==> src/rtl/disp_arbiter_pkg.sv <==
`default_nettype none
// ============================================================================
//  Package     : disp_pkg
//  Description : Shared types and the round-robin pick helper for disp_arbiter.
//  Revision    : 1.0 - initial release
// ============================================================================
package disp_pkg;

    localparam int C_MAX_REQ   = 16;
    localparam int C_MAX_SRC_W = 4;

    // Default entry layout; the arbiter builds its own width-matched variant.
    typedef struct packed {
        logic [C_MAX_SRC_W-1:0] src;
        logic [15:0]            seq;
        logic [31:0]            msg;
    } disp_entry_t;

    // One-hot grant to the first eligible index at or after ptr, modulo n_req.
    function automatic logic [C_MAX_REQ-1:0] rr_pick(
        input logic [C_MAX_REQ-1:0]   eligible,
        input logic [C_MAX_SRC_W-1:0] ptr,
        input int                     n_req
    );
        logic [C_MAX_REQ-1:0]   w_grant;
        logic [C_MAX_SRC_W-1:0] w_idx_b;
        logic                   w_found;
        int                     w_idx;
        w_grant = '0;
        w_found = 1'b0;
        for (int k = 0; k < C_MAX_REQ; k++) begin
            w_idx = int'(ptr) + k;
            if (w_idx >= n_req) w_idx = w_idx - n_req;
            w_idx_b = C_MAX_SRC_W'(w_idx);
            if ((k < n_req) && !w_found && eligible[w_idx_b]) begin
                w_grant[w_idx_b] = 1'b1;
                w_found          = 1'b1;
            end
        end
        return w_grant;
    endfunction

endpackage
`default_nettype wire

==> src/rtl/disp_arbiter_if.sv <==
`default_nettype none
// ============================================================================
//  Interface   : disp_arbiter_if
//  Description : Requester-side and sink-side signals of the message arbiter.
//  Revision    : 1.0 - initial release
// ============================================================================
interface disp_arbiter_if #(
    parameter int N_REQ = 4,
    parameter int MSG_W = 32,
    parameter int SEQ_W = 16,
    parameter int DEPTH = 4
);
    localparam int C_SRC_W = $clog2(N_REQ);
    localparam int C_CNT_W = $clog2(DEPTH) + 1;

    logic [N_REQ-1:0]            en_mask;
    logic [N_REQ-1:0]            req_valid;
    logic [N_REQ-1:0][MSG_W-1:0] req_msg;
    logic [N_REQ-1:0]            req_ready;
    logic                        out_valid;
    logic                        out_ready;
    logic [C_SRC_W-1:0]          out_src;
    logic [SEQ_W-1:0]            out_seq;
    logic [MSG_W-1:0]            out_msg;
    logic [C_CNT_W-1:0]          count;

    modport master (
        output en_mask, req_valid, req_msg, out_ready,
        input  req_ready, out_valid, out_src, out_seq, out_msg, count
    );

    modport slave (
        input  en_mask, req_valid, req_msg, out_ready,
        output req_ready, out_valid, out_src, out_seq, out_msg, count
    );

endinterface
`default_nettype wire

==> src/rtl/disp_arbiter_fifo.sv <==
`default_nettype none
// ============================================================================
//  Module      : disp_fifo
//  Description : Synchronous FIFO of tagged entries, wrap-bit pointers.
//  Revision    : 1.0 - initial release
// ============================================================================
module disp_fifo
    import disp_pkg::*;
#(
    parameter type ENTRY_T = disp_entry_t,
    parameter int  DEPTH   = 4
) (
    input  wire logic              clk,
    input  wire logic              rst_n,
    input  wire logic              push,
    input  wire logic              pop,
    input  wire ENTRY_T            wdata,
    output      ENTRY_T            rdata,
    output      logic              full,
    output      logic              empty,
    output      logic [$clog2(DEPTH):0] count
);

    localparam int C_AW = $clog2(DEPTH);

    logic [C_AW:0] r_wr_ptr;
    logic [C_AW:0] r_rd_ptr;
    ENTRY_T        r_mem [DEPTH];
    logic          w_push_en;
    logic          w_pop_en;

    assign w_push_en = push & ~full;
    assign w_pop_en  = pop & ~empty;

    always_ff @(posedge clk or negedge rst_n) begin
        if (!rst_n) begin
            r_wr_ptr <= '0;
            r_rd_ptr <= '0;
        end else begin
            if (w_push_en) r_wr_ptr <= r_wr_ptr + (C_AW+1)'(1);
            if (w_pop_en)  r_rd_ptr <= r_rd_ptr + (C_AW+1)'(1);
        end
    end

    always_ff @(posedge clk) begin
        if (w_push_en) r_mem[r_wr_ptr[C_AW-1:0]] <= wdata;
    end

    assign full  = (r_wr_ptr[C_AW] != r_rd_ptr[C_AW]) &&
                   (r_wr_ptr[C_AW-1:0] == r_rd_ptr[C_AW-1:0]);
    assign empty = (r_wr_ptr == r_rd_ptr);
    assign count = r_wr_ptr - r_rd_ptr;
    // Head is forced to zero when empty so the outputs are defined after reset.
    assign rdata = empty ? ENTRY_T'('0) : r_mem[r_rd_ptr[C_AW-1:0]];

endmodule
`default_nettype wire

==> src/rtl/disp_arbiter.sv <==
`default_nettype none
// ============================================================================
//  Module      : disp_arbiter
//  Description : Round-robin arbiter tagging monitor messages into one sink.
//  Revision    : 1.0 - initial release
// ============================================================================
module disp_arbiter
    import disp_pkg::*;
#(
    parameter int N_REQ = 4,
    parameter int MSG_W = 32,
    parameter int SEQ_W = 16,
    parameter int DEPTH = 4
) (
    input  wire logic     clk,
    input  wire logic     rst_n,
    disp_arbiter_if.slave disp
);

    localparam int C_SRC_W = $clog2(N_REQ);

    typedef struct packed {
        logic [C_SRC_W-1:0] src;
        logic [SEQ_W-1:0]   seq;
        logic [MSG_W-1:0]   msg;
    } entry_t;

    logic [C_SRC_W-1:0]     r_rr_ptr;
    logic [SEQ_W-1:0]       r_seq_cnt;
    logic [N_REQ-1:0]       w_eligible;
    logic [N_REQ-1:0]       w_pick;
    logic [N_REQ-1:0]       w_grant;
    logic [C_MAX_REQ-1:0]   w_elig_ext;
    logic [C_MAX_SRC_W-1:0] w_ptr_ext;
    logic [C_SRC_W-1:0]     w_grant_idx;
    logic                   w_accept;
    logic                   w_full;
    logic                   w_empty;
    entry_t                 w_push_entry;
    entry_t                 w_head;

    always_comb begin
        w_eligible = disp.req_valid & disp.en_mask;
        w_elig_ext = '0;
        w_elig_ext[N_REQ-1:0] = w_eligible;
        w_ptr_ext  = '0;
        w_ptr_ext[C_SRC_W-1:0] = r_rr_ptr;
        w_pick     = N_REQ'(rr_pick(w_elig_ext, w_ptr_ext, N_REQ));
        // Held at zero while in reset and whenever the FIFO is full.
        w_grant    = (rst_n && !w_full) ? w_pick : '0;
        w_accept   = |w_grant;
        w_grant_idx = '0;
        for (int i = 0; i < N_REQ; i++) begin
            if (w_grant[i]) w_grant_idx = C_SRC_W'(i);
        end
        w_push_entry.src = w_grant_idx;
        w_push_entry.seq = r_seq_cnt;
        w_push_entry.msg = disp.req_msg[w_grant_idx];
    end

    always_ff @(posedge clk or negedge rst_n) begin
        if (!rst_n) begin
            r_rr_ptr  <= '0;
            r_seq_cnt <= '0;
        end else if (w_accept) begin
            r_rr_ptr  <= (w_grant_idx == C_SRC_W'(N_REQ-1)) ? '0
                                                            : w_grant_idx + C_SRC_W'(1);
            r_seq_cnt <= r_seq_cnt + SEQ_W'(1);
        end
    end

    disp_fifo #(
        .ENTRY_T (entry_t),
        .DEPTH   (DEPTH)
    ) u_fifo (
        .clk   (clk),
        .rst_n (rst_n),
        .push  (w_accept),
        .pop   (disp.out_valid & disp.out_ready),
        .wdata (w_push_entry),
        .rdata (w_head),
        .full  (w_full),
        .empty (w_empty),
        .count (disp.count)
    );

    assign disp.req_ready = w_grant;
    assign disp.out_valid = ~w_empty;
    assign disp.out_src   = w_head.src;
    assign disp.out_seq   = w_head.seq;
    assign disp.out_msg   = w_head.msg;

endmodule
`default_nettype wire

==> src/flat_wrapper.sv <==
// flat-port wrapper written by rule: the top's interface ports become plain ports
module disp_arbiter_flat import disp_pkg::*;
#(
    parameter int N_REQ = 4,
    parameter int MSG_W = 32,
    parameter int SEQ_W = 16,
    parameter int DEPTH = 4
)
  (clk, rst_n, disp_en_mask, disp_req_valid, disp_req_msg, disp_out_ready, disp_req_ready, disp_out_valid, disp_out_src, disp_out_seq, disp_out_msg, disp_count);
  disp_arbiter_if #(.N_REQ(N_REQ), .MSG_W(MSG_W), .SEQ_W(SEQ_W), .DEPTH(DEPTH)) disp_i ();
  input  wire logic clk;
  input  wire logic rst_n;
  input wire logic [$bits(disp_i.en_mask)-1:0] disp_en_mask;
  input wire logic [$bits(disp_i.req_valid)-1:0] disp_req_valid;
  input wire logic [$bits(disp_i.req_msg)-1:0] disp_req_msg;
  input wire logic [$bits(disp_i.out_ready)-1:0] disp_out_ready;
  output wire logic [$bits(disp_i.req_ready)-1:0] disp_req_ready;
  output wire logic [$bits(disp_i.out_valid)-1:0] disp_out_valid;
  output wire logic [$bits(disp_i.out_src)-1:0] disp_out_src;
  output wire logic [$bits(disp_i.out_seq)-1:0] disp_out_seq;
  output wire logic [$bits(disp_i.out_msg)-1:0] disp_out_msg;
  output wire logic [$bits(disp_i.count)-1:0] disp_count;
  assign disp_i.en_mask = disp_en_mask;
  assign disp_i.req_valid = disp_req_valid;
  assign disp_i.req_msg = disp_req_msg;
  assign disp_i.out_ready = disp_out_ready;
  assign disp_req_ready = disp_i.req_ready;
  assign disp_out_valid = disp_i.out_valid;
  assign disp_out_src = disp_i.out_src;
  assign disp_out_seq = disp_i.out_seq;
  assign disp_out_msg = disp_i.out_msg;
  assign disp_count = disp_i.count;
  disp_arbiter #(.N_REQ(N_REQ), .MSG_W(MSG_W), .SEQ_W(SEQ_W), .DEPTH(DEPTH)) u_core (.clk(clk), .rst_n(rst_n), .disp(disp_i));
endmodule
==> config.mk <==
export PLATFORM = sky130hd
export DESIGN_NAME = disp_arbiter_flat
export DESIGN_NICKNAME = d
export VERILOG_FILES = /design/src/rtl/disp_arbiter_pkg.sv /design/src/rtl/disp_arbiter_if.sv /design/src/rtl/disp_arbiter_fifo.sv /design/src/rtl/disp_arbiter.sv /design/src/flat_wrapper.sv
export SDC_FILE = /design/constraint.sdc
export NUM_CORES = 1
export LEC_CHECK = 0
export CAP_MARGIN = 20
export CELL_PAD_IN_SITES_DETAIL_PLACEMENT = 1
export CELL_PAD_IN_SITES_GLOBAL_PLACEMENT = 1
export CORE_MARGIN = 3
export CORE_UTILIZATION = 39
export CTS_BUF_LIST = sky130_fd_sc_hd__clkbuf_4 sky130_fd_sc_hd__clkbuf_8 sky130_fd_sc_hd__clkbuf_16
export DETAILED_ROUTE_END_ITERATION = 8
export GPL_TIMING_DRIVEN = 0
export PLACE_DENSITY = 0.81
export SETUP_SLACK_MARGIN = 0.15
export SKIP_LAST_GASP = 1
export SLEW_MARGIN = 40
export SYNTH_ARGS = -nofsm -noshare
export SYNTH_HDL_FRONTEND = slang
export SYNTH_SLANG_ARGS = --single-unit
==> constraint.sdc <==
create_clock -name clk -period 4.4 [get_ports clk]
set_input_delay 0.88 -clock clk [delete_from_list [all_inputs] [get_ports clk]]
set_output_delay 0.88 -clock clk [all_outputs]
set_load 0.05 [all_outputs]
==> results of run 1 <==
metrics by stage:
step	area (µm²)	hold WS, ns	worst slack, ns	util, %
5_1_grt	13700	0.431	0.118	53.5
6_report	13700	0.396	0.272	53.5
2_1_floorplan	10300	0.462	0.304	-
3_5_place_dp	12800	0.487	-0.311	49.9
3_3_place_gp	12700	0.483	-1.95	49.6
4_1_cts	13600	0.404	0.0795	53.0
synth_stat cells, types with 2 or more instances:
cell type	n	area [µm²]
a221oi_2	28	420
xnor2_1	13	114
and3_1	2	12.5
mux2i_1	32	320
mux2_2	2	22.5
mux4_2	52	1170
ha_1	16	200
buf_6	3	33.8
o21ai_0	2	10.0
buf_4	6	45.0
xor2_1	8	70.1
a21oi_1	3	15.0
nand4_1	6	37.5
inv_1	40	150
edfxtp_1	200	6010
a221oi_1	5	43.8
nor3_1	3	15.0
buf_2	3	15.0
nor4_1	4	25.0
nand3_1	9	45.0
buf_1	4	15.0
nor2_1	43	161
and2_1	59	369
a221oi_4	2	52.6
clkbuf_1	16	60.1
nand2_1	18	67.6
o22ai_1	3	18.8
a22o_1	3	26.3
dfrtp_1	24	601
layer usage:
metal | vias up | track usage [%]
li1 | 2910 | -
met1 | 3242 | 23.9
met2 | 169 | 32.6
met3 | 39 | 2.73
met4 | 0 | 4.55
met5 | - | 0
logic make-up (layout without fill, tap and decap cells):
family	Yosys count	after routing	synth area share (%)
compound gates	54	54	6.46
xor+xnor	21	21	1.78
fa+ha+maj	17	17	2.13
buf+inv	72	324	3.09
flops	224	224	64.0
mux	86	86	14.7
simple gates	153	154	7.89
worst reg2reg max path: stages (launching register included):
cell and delay, ns:
dfrtp_2 0.44, clkinvlp_4 0.18, ha_2 0.40, mux4_2 0.53, nor2_1 0.28, a22o_1 0.26, a221oi_4 0.08, a41oi_4 0.47
buf_2 0.34, and2_4 0.45, buf_12 0.27
path summary, 6_finish.rpt:
| kind | from | to | slack [ns] | cells after the start |
|---|---|---|---|---|
| min reg2reg | u_core.u_fifo.r_wr_ptr[2] | u_core.u_fifo.r_wr_ptr[2] | 0.50 | 1 |
| max reg2reg | u_core.r_rr_ptr[0] | u_core.u_fifo.r_mem[2][47] | 0.38 | 10 |
| min in group clk | u_core.u_fifo.r_wr_ptr[2] | u_core.u_fifo.r_wr_ptr[2] | 0.50 | 1 |
| min | rst_n | u_core.r_seq_cnt[12] | 0.40 | 1 |
| max | u_core.r_rr_ptr[0] | disp_req_ready[0] | 0.27 | 7 |
| max in group asynchronous | rst_n | u_core.r_rr_ptr[1] | 3.56 | 1 |
what timing repair did:
| action | in CTS | in global routing |
|---|---|---|
| buffers inserted | 1 | 9 |
| gates cloned | 0 | 1 |
| setup endpoints to repair | 233 | 210 |
| resized for setup | 153 | 16 |
| pin swaps | 1 | 2 |
cell type report:
type / count / area share (%)
Buffer: 32 / 1.31
Multi-Input combinational cell: 332 / 25.3
Sequential cell: 224 / 48.2
Clock buffer: 28 / 4.65
Clock inverter: 14 / 0.712
Inverter: 40 / 1.12
Tap cell: 330 / 3.01
Timing Repair Buffer: 210 / 15.7
state kept, by name, summed over array words and instances (netlist names):
| register | cells |
|---|---|
| u_core.r_seq_cnt | 16 |
| u_core.r_rr_ptr | 2 |
| u_core.u_fifo.r_rd_ptr | 3 |
| u_core.u_fifo.r_mem | 200 |
| u_core.u_fifo.r_wr_ptr | 3 |
==> metrics.md, run 1 <==
| Metric | Value |
|---|---|
| Outcome | finished, final reports clean |
| Synth async-reset ratio | a little over a tenth |
| Delay-heaviest family, CP | compound AO/OA/AOI/OAI gates |
| Die Ht | about 170 µm |
| Most frequent cells in the layout | edfxtp_1 (200), clkdlybuf4s50_1 (141), and2_1 (55) |
| Worst-path fanout max | 7 |
| TritonCTS Sinks | roughly 220 |
| Final Setup Violations | 0 |
| Vias per cell | between 5 and 6 |
| Synth Instances | about 630 |
| DRT antenna net count | 0 |
| Buf+Inv Stages, Crit Path | 2 |
| TritonCTS Buffers | 23 |
| Net count after synthesis | between 700 and 800 |
| Die Span X | 169 µm |
| Htree depth | 1 |
| DR pass1 iterations | 4 |
| Final-report hold violation count | 0 |
| Layout cells sized above 1 | 24.9% |
| Die ar. | roughly 0.028 mm² |
| Worst EP required | around 3.5 ns |
| EDFF count, synth | 200 |
| Max Freq | between 200 and 250 MHz |
| Met3 routed WL | roughly 1400 µm |
| CTS tree | yes |
| Area of the multi-input gates | 0.00346 mm² |
| Worst-path clk slew | 0.06 ns |
| Initial Util | 40.3% |
| Placed insts | roughly 1,200 |
| Core Footprint | around 0.026 mm² |
| Clk Latency, worst-skew pair | just over 0.5 ns |
| Clock root cell | clkbuf_16 |
| Fillers | ~2,400 |
| WL per Instance | between 20 and 25 µm |
| First-pass GRT wire length | 40,600 µm |
| Largest net degree at the start of global routing | 51 |
| Global route overflow | 0 |
| Hold crit path type | primary input to async pin |
| Dominant synthesized flop cell | edfxtp_1 |
| Detailed Place HPWL | around 19,000 µm |
| Antenna diodes | 0 |
| Mapped Avg Cell Area | ~16 µm² |
| Number of core rows | between 50 and 60 |
| Fin. max-slew vios | 0 |
| DRC marker count from the first detailed-route iteration | 304 |
| DRC errors left | 0 |
| Syn. warnings | 0 |
| Setup Skew | around 0.014 ns |
| Vias | ~6,400 |
| WL met2 | about 14,000 µm |
| Longest Clk Path Bufs | 3 |
| Critical Path, Cell by Cell | clkinvlp_4 > ha_2 > mux4_2 > o31a_1 > a221oi_4 > nor2_1 > clkdlybuf4s15_2 |
| Finished Layout Cells | 1,210 |
| Area growth syn-to-layout | 32.8% |
| CTS Hold Bufs | 0 |
| Top layer in use | met4 |
| Final period util | between 90% and 100% |
| Setup TNS | 0 ns |
| CP Launch Type | flop |
| Initial antenna violation count | 0 |
| Final wirelength | 26,800 µm |
| Min Clock Period, post-route | just over 4 ns |
| Crit Path Class | flop to primary output |
| Pin slew with the least headroom to its limit | 0.751 ns |
| PortBufs | 196 |
| Boundary Pins | ~200 |
| Wl on met1 | 10,900 µm |
| CP arrival | roughly 3.3 ns |
| Most common cell after layout, fill and taps aside | edfxtp_1 |
| Crit path largest cell delay | between 0.5 and 0.6 ns |
| Vias in the first global route | between 7,000 and 8,000 |
| Seq. cell area | 0.00661 mm² |
| Register bit total from synthesis | 224 |
| Fin nets | between 1,000 and 1,500 |
| Max-slew headroom | about half |
| Critical path capture point type | primary output |
| Cell Area, Synth | 0.0103 mm² |
| Sequential area share after synthesis | around 64% |
| Worst path slowest cell | mux4_2 |
| Global Route Usage Sum | between 10% and 20% |
| RSZ-0062 raised after global routing | false |
| GP Congestion | between 0.7 and 0.8 |
| Synth unique cells | between 40 and 50 |
| Max cap viols | 0 |
Power of run 1 is not shown: default switching activity piles up to over one toggle a cycle in this logic, so the estimate is an artifact.
==> run 2, diff against run 1 <==
--- a/config.mk
+++ b/config.mk
@@ -5,15 +5,14 @@
 export SDC_FILE = /design/constraint.sdc
 export NUM_CORES = 1
 export LEC_CHECK = 0
-export CAP_MARGIN = 20
 export CELL_PAD_IN_SITES_DETAIL_PLACEMENT = 1
 export CELL_PAD_IN_SITES_GLOBAL_PLACEMENT = 1
 export CORE_MARGIN = 3
-export CORE_UTILIZATION = 39
+export CORE_UTILIZATION = 44
 export CTS_BUF_LIST = sky130_fd_sc_hd__clkbuf_4 sky130_fd_sc_hd__clkbuf_8 sky130_fd_sc_hd__clkbuf_16
 export DETAILED_ROUTE_END_ITERATION = 8
 export GPL_TIMING_DRIVEN = 0
-export PLACE_DENSITY = 0.81
+export PLACE_DENSITY = 0.86
 export SETUP_SLACK_MARGIN = 0.15
 export SKIP_LAST_GASP = 1
 export SLEW_MARGIN = 40
==> constraint.sdc (replaced) <==
create_clock -name clk -period 3.9 [get_ports clk]
set_input_delay 0.78 -clock clk [delete_from_list [all_inputs] [get_ports clk]]
set_output_delay 0.78 -clock clk [all_outputs]
set_load 0.05 [all_outputs]
==> run 2 against run 1 <==
  * Worst hold slack got worse by 0.10 ns
  * Die area fell by 11%
  * Largest cell class unchanged
  * Critical endpoint unchanged
  * Clock-buffer cell count fell by 3
  * First-iteration DRC count rose by 38%
  * Critical path depth rose by 1
==> metrics.md, run 2 (synthesis gave the netlist of run 1 again) <==
| Metric | Value |
|---|---|
| DR pass1 iterations | 5 (was 4) |
| Global route overflow | 0 (unchanged) |
| Core Footprint | 0.0228 mm² (was 0.0256 mm²) |
| Pin slew with the least headroom to its limit | 0.724 ns (was 0.751 ns) |
| Min Clock Period, post-route | roughly 3.7 ns |
| CTS tree | yes (unchanged) |
| DRC marker count from the first detailed-route iteration | 420 (was 304) |
| Final period util | roughly 96% |
| Number of core rows | 55 (was 58) |
| Die Span X | 159 µm (was 169 µm) |
| CTS Hold Bufs | 0 (unchanged) |
| Initial Util | 45.2% (was 40.3%) |
| Worst Slack Setup Final | 0.174 ns (was 0.272 ns) |
| Die ar. | 0.0253 mm² (was 0.0285 mm²) |
| Crit path largest cell delay | 0.56 ns (was 0.53 ns) |
| Critical path capture point type | primary output (unchanged) |
| CP arrival | 2.95 ns (was 3.25 ns) |
| Crit Path Class | primary input to primary output (was flop to primary output) |
| Final wirelength | 28,700 µm (was 26,800 µm) |
| Pre-CTS setup slack | -0.662 ns (was -0.311 ns) |
| Critical Path Source | disp_req_valid[2] (was u_core.r_rr_ptr[0]) |
| Max FFs per register | 200 (unchanged) |
| Setup Skew | 0.0168 ns (was 0.0140 ns) |
| First-pass GRT wire length | 43,400 µm (was 40,600 µm) |
| Worst-path fanout max | 5 (was 7) |
| Critical Path, Cell by Cell | clkdlybuf4s50_1 > and2_1 > mux4_2 > nor2_2 > a22o_1 > a221oi_4 > nor2_1 > clkbuf_4 (was clkinvlp_4 > ha_2 > mux4_2 > o31a_1 > a221oi_4 > nor2_1 > clkdlybuf4s15_2) |
| Worst-path clk slew | 0.07 ns (was 0.06 ns) |
| Worst path slowest cell | mux4_2 (unchanged) |
| Vias per cell | 5.46 (was 5.26) |
| Outcome | finished, final reports clean (unchanged) |
| DRC errors left | 0 (unchanged) |
| Largest net degree at the start of global routing | 52 (was 51) |
| Fin. max-slew vios | 0 (unchanged) |
| Delay-heaviest family, CP | buffers and inverters (was compound AO/OA/AOI/OAI gates) |
| Most frequent cells in the layout | edfxtp_1 (200), clkdlybuf4s50_1 (140), and2_1 (55) (was edfxtp_1 (200), clkdlybuf4s50_1 (141), and2_1 (55)) |
| Max cap viols | 0 (unchanged) |
| Boundary Pins | 197 (unchanged) |
| Worst r2r src | u_core.r_rr_ptr[0] (unchanged) |
| CP Launch Type | primary input (was flop) |
| RSZ-0062 raised after global routing | true (was false) |
| TritonCTS Buffers | 24 (was 23) |
| Die Ht | 159 µm (was 169 µm) |
| DRT antenna net count | 0 (unchanged) |
| Antenna diodes | 0 (unchanged) |
| Vias in the first global route | 7,285 (was 7,048) |
| Buf+Inv Stages, Crit Path | 2 (unchanged) |
| TritonCTS Sinks | 224 (unchanged) |
| Longest Clk Path Bufs | 3 (unchanged) |
| Max Freq | 268 MHz |
| Final Setup Violations | 0 (unchanged) |
| Htree depth | 1 (unchanged) |
| Setup TNS | 0 ns (unchanged) |
| Area growth syn-to-layout | 34.3% (was 32.8%) |
| Fin nets | 1,030 (was 1,019) |
| WL per Instance | 23.8 µm (was 22.1 µm) |
| Initial antenna violation count | 0 (unchanged) |
| Final-report hold violation count | 0 (unchanged) |
| Global Route Usage Sum | 22.2% (was 18.4%) |
| Clk Latency, worst-skew pair | 0.52 ns (was 0.51 ns) |
| Vias | 6,575 (was 6,360) |
| Clock root cell | clkbuf_16 (unchanged) |
| GP Congestion | 0.800 (was 0.757) |
| PortBufs | 196 (unchanged) |
| Worst EP required | 3.12 ns (was 3.52 ns) |
| Detailed Place HPWL | 18,500 µm (was 18,800 µm) |
| Most common cell after layout, fill and taps aside | edfxtp_1 (unchanged) |
| Layout cells sized above 1 | 28.1% (was 24.9%) |
| Max-slew headroom | 51.4% (was 49.9%) |
| Hold crit path type | primary input to async pin (unchanged) |
==> run 2: changes by cell type in the layout (fill, tap and decap cells not counted), sizes merged, moves of 2 or more <==
| cell | delta |
|---|---|
| inv | +2 |
| clkbuf | -5 |
| buf | +12 |
| and2 | +2 |
| clkinv | +3 |
==> run 2: metal layers <==
metal / track usage [%] / vias to the layer above / routed length (µm)
met4: 7.44 / 0 / 882
met2: 39.0 / 214 / 15100
met3: 4.27 / 57 / 1610
met5: 0 / - / 0
li1: - / 2942 / -
met1: 27.8 / 3362 / 11100
==> run 2: path summary, 6_finish.rpt <==
check / end / slack, ns / cells after the start
min in group clk: u_core.u_fifo.r_rd_ptr[2] / 0.51 / 1
setup reg to reg: u_core.u_fifo.r_mem[0][31] / 0.24 / 10
max in group asynchronous: u_core.r_rr_ptr[1] / 3.13 / 1
hold / removal: u_core.r_seq_cnt[15] / 0.30 / 1
setup / recovery: disp_req_ready[0] / 0.17 / 8
hold reg to reg: u_core.u_fifo.r_rd_ptr[2] / 0.51 / 1
==> run 2: repair_timing <==
item                       4_1_cts  5_1_grt
cloned                           3        0
gates resized for setup        196       18
buffers inserted                 7       12
pin swaps                        6        7
setup endpoints to repair      384      285
==> run 2: through the flow <==
step | std cells | hold WS (ns) | utilization (%) | area (µm²)
after floorplan | 627 | 0.462 | - | 10300
after global placement | 1136 | 0.476 | 55.5 | 12700
after detailed placement | 1138 | 0.486 | 55.7 | 12700
after CTS | 1192 | 0.313 | 59.9 | 13700
after global routing | 1205 | 0.326 | 60.7 | 13900
final | 1205 | 0.296 | 60.7 | 13900
==> run 2: layout make-up <==
cell class / instances / area (µm²)
clock inverters: 19 / 123
inverters: 40 / 154
repair buffers: 218 / 2230
clock buffers: 25 / 626
fillers: 2151 / 8980
well taps: 313 / 392
plain buffers: 32 / 201
multi-input cells: 334 / 3530
flip-flops and latches: 224 / 6610
Power of run 2 is left out for the same reason.
